### src/rtl/serial_adder.sv
// Multi-cycle adder: a SLICE-bit ripple chain adds two WIDTH-bit operands over WIDTH/SLICE cycles; SERIAL_ADDER_SUB_EN adds a subtract mode.
// Latency WIDTH/SLICE cycles from accepted start to done; start is ignored while busy (no queueing, no backpressure).
module serial_adder #(
  parameter int WIDTH = 8,
  parameter int SLICE = 1
) (
  input  logic             clk,
  input  logic             rst,
  input  logic             start,
  input  logic [WIDTH-1:0] a,
  input  logic [WIDTH-1:0] b,
  input  logic             cin,
`ifdef SERIAL_ADDER_SUB_EN
  input  logic             sub,
`endif
  output logic             busy,
  output logic             done,
  output logic [WIDTH-1:0] sum,
  output logic             cout
);

  localparam int N     = WIDTH / SLICE;
  localparam int CNT_W = (N > 1) ? $clog2(N) : 1;

  typedef enum logic {
    IDLE,
    RUN
  } state_t;

  state_t             state_q, state_d;
  logic [WIDTH-1:0]   a_sh_q, a_sh_d;
  logic [WIDTH-1:0]   b_sh_q, b_sh_d;
  logic               carry_q, carry_d;
  logic [CNT_W-1:0]   cnt_q, cnt_d;
  logic [WIDTH-1:0]   psum_q, psum_d;
  logic [WIDTH-1:0]   sum_q, sum_d;
  logic               cout_q, cout_d;
  logic               done_q, done_d;

  logic [SLICE-1:0]   slice_sum;
  logic [SLICE:0]     chain_c;
  logic [WIDTH-1:0]   psum_shift;
  logic [WIDTH-1:0]   b_load;
  logic               carry_load;
  logic               last_slice;

  // Subtraction is a + ~b + 1, so the B operand and carry seed are chosen at load time.
  always_comb begin
    b_load     = b;
    carry_load = cin;
`ifdef SERIAL_ADDER_SUB_EN
    if (sub) begin
      b_load     = ~b;
      carry_load = 1'b1;
    end
`endif
  end

  always_comb begin
    slice_sum  = '0;
    chain_c    = '0;
    chain_c[0] = carry_q;
    for (int i = 0; i < SLICE; i++) begin
      slice_sum[i]  = a_sh_q[i] ^ b_sh_q[i] ^ chain_c[i];
      chain_c[i+1]  = (a_sh_q[i] & b_sh_q[i]) | (chain_c[i] & (a_sh_q[i] ^ b_sh_q[i]));
    end
  end

  // Result bits enter from the top so that after N slices the LSB slice sits at bit 0.
  if (N == 1) begin : g_single
    assign psum_shift = slice_sum;
  end else begin : g_multi
    assign psum_shift = {slice_sum, psum_q[WIDTH-1:SLICE]};
  end

  assign last_slice = (cnt_q == CNT_W'(N - 1));

  always_comb begin
    state_d = state_q;
    a_sh_d  = a_sh_q;
    b_sh_d  = b_sh_q;
    carry_d = carry_q;
    cnt_d   = cnt_q;
    psum_d  = psum_q;
    sum_d   = sum_q;
    cout_d  = cout_q;
    done_d  = 1'b0;
    case (state_q)
      IDLE: begin
        if (start) begin
          a_sh_d  = a;
          b_sh_d  = b_load;
          carry_d = carry_load;
          cnt_d   = '0;
          psum_d  = '0;
          state_d = RUN;
        end
      end
      RUN: begin
        a_sh_d  = a_sh_q >> SLICE;
        b_sh_d  = b_sh_q >> SLICE;
        carry_d = chain_c[SLICE];
        psum_d  = psum_shift;
        cnt_d   = cnt_q + 1'b1;
        if (last_slice) begin
          sum_d   = psum_shift;
          cout_d  = chain_c[SLICE];
          done_d  = 1'b1;
          cnt_d   = '0;
          state_d = IDLE;
        end
      end
      default: state_d = IDLE;
    endcase
  end

  always_ff @(posedge clk or posedge rst) begin
    if (rst) begin
      state_q <= IDLE;
      a_sh_q  <= '0;
      b_sh_q  <= '0;
      carry_q <= 1'b0;
      cnt_q   <= '0;
      psum_q  <= '0;
      sum_q   <= '0;
      cout_q  <= 1'b0;
      done_q  <= 1'b0;
    end else begin
      state_q <= state_d;
      a_sh_q  <= a_sh_d;
      b_sh_q  <= b_sh_d;
      carry_q <= carry_d;
      cnt_q   <= cnt_d;
      psum_q  <= psum_d;
      sum_q   <= sum_d;
      cout_q  <= cout_d;
      done_q  <= done_d;
    end
  end

  assign busy = (state_q == RUN);
  assign done = done_q;
  assign sum  = sum_q;
  assign cout = cout_q;

endmodule

### config.mk
export PLATFORM = sky130hd
export DESIGN_NAME = serial_adder
export DESIGN_NICKNAME = d
export VERILOG_FILES = /design/src/rtl/serial_adder.sv
export SDC_FILE = /design/constraint.sdc
export NUM_CORES = 1
export LEC_CHECK = 0
export CORE_UTILIZATION = 50
export CTS_CLUSTER_DIAMETER = 200
export CTS_CLUSTER_SIZE = 14
export DETAILED_ROUTE_END_ITERATION = 10
export PLACE_DENSITY = 0.77
export REMOVE_ABC_BUFFERS = 1
export SLEW_MARGIN = 20
export SYNTH_ARGS = -nofsm -noshare
export SYNTH_HDL_FRONTEND = slang
export SYNTH_SLANG_ARGS = --single-unit
### constraint.sdc
create_clock -name clk -period 4.15 [get_ports clk]
set_input_delay 1.245 -clock clk [delete_from_list [all_inputs] [get_ports clk]]
set_output_delay 1.245 -clock clk [all_outputs]
set_load 0.01 [all_outputs]
==> summary.txt <==
Layout
  – Share of layout cells above drive strength 1: between 10% and 20%
  – Storage cell area: about 950 sq um
  – Syn-to-layout area delta: 19.7%
  – Finished Layout Cells: between 200 and 250
  – Nets: 196
  – Fillers: between 200 and 300
  – Fin util: roughly 65%
  – Footprint of the multi-input gates: ~660 sq um
  – # diodes: 0

Setup path
  – Cells along the critical path: clkdlybuf4s50_1
  – CP top delay family: buffers and inverters
  – Crit end category: primary output
  – Slowest stage delay, CP: 0.55 ns
  – WP buf/inv: 1
  – WP data arrival: between 1 and 1.5 ns
  – Crit. path cell count: 1
  – Critical path's slowest cell: clkdlybuf4s50_1
  – Critical path required time: slightly below 3 ns
  – Critical-path maximum fanout: 2
  – CP Launch Type: register
  – Worst R2R Path Depth: 3
  – Setup Crit Path Kind: reg2out

Yosys
  – Post-synth top cells: 38 x dfrtp_1, 23 x nand2_1, 17 x mux2i_1
  – Synth top area share: ~55%
  – Synth Cell Area: about 0.0017 sq mm
  – Yosys cell types: 18
  – Area leader, netlist: dfrtp_1
  – Top_reg_cell synth: dfrtp_1
  – Most frequent cell after synthesis: dfrtp_1
  – Gate Count Post-Synth: 142
  – Sequential fraction of the synthesis area: ~55%
  – YS warnings: 0
  – Syn avg cell area: 12.1 sq um
  – Largest cells by area after synthesis: dfrtp_1 55%, mux2i_1 9.9%, mux2_4 7.9%
  – Synth Register Bits: 38
  – Post-synth EDFFs: 0
  – Synth async-reset ratio: 100%

Floorplanning
  – Initial Util: a little over half
  – Die ar.: roughly 0.0037 sq mm
  – CORE AREA: 0.00315 sq mm
  – Num rows: 20
  – Die Y-Extent: 60.6 um
  – Io pins: 31
  – Width of the chip: around 60 um

Timing
  – Final slew viol count: 0
  – Peak Freq: around 400 MHz
  – Setup violators final: 0
  – Worst slew margin: slightly below 70%
  – Slew @ Worst Pin: around 0.46 ns
  – Clock Skews: ~0.0097 ns
  – Hold WS: approximately 0.5 ns
  – Slack of the critical path: around 1.6 ns
  – Minimum clock period: between 2 and 3 ns
  – Final worst-path cycle share: 60.8%
  – Fin. Hold Viols: 0
  – RSZ-0062 raised after global routing: no
  – TNS Setup: 0 ns

Outcome
  – Outcome: finished, final reports clean

Placed design
  – Pre-CTS setup slack: roughly 1.6 ns
  – PortBufs: 30
  – Placer Congestion: ~0.67
  – Placed Instances: 210
  – HPWL after detailed placement: approximately 1900 um

Routing
  – Starting DRT DRC Count: 18
  – Vias per cell: 5.08
  – DR vias: 1,108
  – DR WL/cell: roughly 13 um
  – Total wire length: 2740 um
  – DRC viols: 0
  – Antenna Nets Post-Route: 0
  – Drt pass-1 iters: 2

CTS
  – H-tree depth: 2
  – Clock buffer depth: 2
  – TritonCTS clock tree: done
  – Post-CTS Resized: 0
  – CTS Hold Bufs: 0
  – Root Driver: clkbuf_4
  – Num CTS Buffers: 5
  – Clk sinks: 38
  – Clk slew on worst S/H paths: around 0.11 ns
  – Clock insertion delay at the later pin of the skew report: 0.33 ns
  – Post-CTS repair timing setup buffer count: 0

Pwr
  – Pwr Density: 635 mW/mm^2
  – Peak supply drop: between 0.0002 and 0.0003 V
  – Leakage: slightly below 1 nW

GRT
  – First-pass GRT wire length: about 4700 um
  – Largest net degree at the start of global routing: 55
  – Vias in the first global route: ~1.1k
  – GRT overflow: 0
  – Total Routing Usage GR: 17.8%
  – Antenna violations before repair: 0

Worst hold path
  – Hold path depth: 2
  – Hold crit path type: reg2reg

Flow run
  – MaxCap Viol Count: 0
-- final timing paths --
| path | start | end | slack (ns) |
|---|---|---|---|
| max | busy$_DFF_PP0_ | busy | 1.63 |
| min | a_sh_q[2]$_DFFE_PP0P_ | a_sh_q[1]$_DFFE_PP0P_ | 0.50 |
| max reg2reg | busy$_DFF_PP0_ | sum[3]$_DFFE_PP0P_ | 2.65 |
| min reg2reg | a_sh_q[2]$_DFFE_PP0P_ | a_sh_q[1]$_DFFE_PP0P_ | 0.50 |
| max in group asynchronous | rst | psum_q[3]$_DFFE_PP0P_ | 2.51 |
| min in group asynchronous | rst | sum[4]$_DFFE_PP0P_ | 1.31 |
-- power by group --
part           internal (mW)  switching (mW)  total (mW)
Combinational          0.275           0.207       0.482
Sequential             0.529          0.0984       0.628
Clock                 0.0821           0.114       0.196
-- flip-flops by register name, summed over array words and instances, names as in the netlist --
register  cells
a_sh_q        8
b_sh_q        8
busy          1
carry_q       1
cnt_q         3
cout          1
done          1
psum_q        7
sum           8
-- placed cells by master, fill, tap and decap left out --
cell type	Yosys	final
a22o_1	1	1
buf_4	1	3
clkbuf_1	0	1
clkbuf_4	0	5
clkbuf_8	0	1
clkdlybuf4s50_1	0	30
clkinv_2	0	1
dfrtp_1	38	38
fa_1	1	1
ha_1	2	2
inv_1	3	3
mux2_4	9	9
mux2i_1	17	17
nand2_1	23	23
nand2_4	1	1
nand2b_1	10	10
nor2_1	3	3
o21ai_0	8	8
o21ai_1	16	16
o22ai_1	1	1
-- cells by family (layout without fill, tap and decap cells) --
family                     count (synthesis)  in the layout  synth area share, %
and+or+nand+nor                           37             37                 9.97
muxes                                     26             26                 17.8
AOI/OAI and AO/OA                         26             26                 7.86
DFF                                       38             38                 55.3
buffers and inverters                     12             44                 6.48
adders and majority gates                  3              3                 2.62
-- routing by layer --
layer	track usage (%)	wire [um]	vias up
li1	-	-	536
met5	0	0	-
met3	3.84	138	3
met1	21.6	1260	538
met4	8.77	27	0
met2	30.1	1310	31
-- per-stage QoR --
stage / area [sq um] / power [mW]
final: 2060 / 1.31
after global routing: 2060 / 1.41
after CTS: 2060 / 1.32
after detailed placement: 2000 / 1.13
after global placement: 2000 / 1.09
after floorplan: 1620 / 0.925
-- cell type report --
| class | count | area share (%) |
|---|---|---|
| sequential | 38 | 46.2 |
| multi-input combinational | 92 | 31.9 |
| timing repair buffer | 33 | 15.7 |
| clock buffer | 7 | 2.68 |
| tap | 44 | 2.68 |
| inverter | 3 | 0.547 |
| clock inverter | 1 | 0.243 |
(Power assumes the default switching activity.)
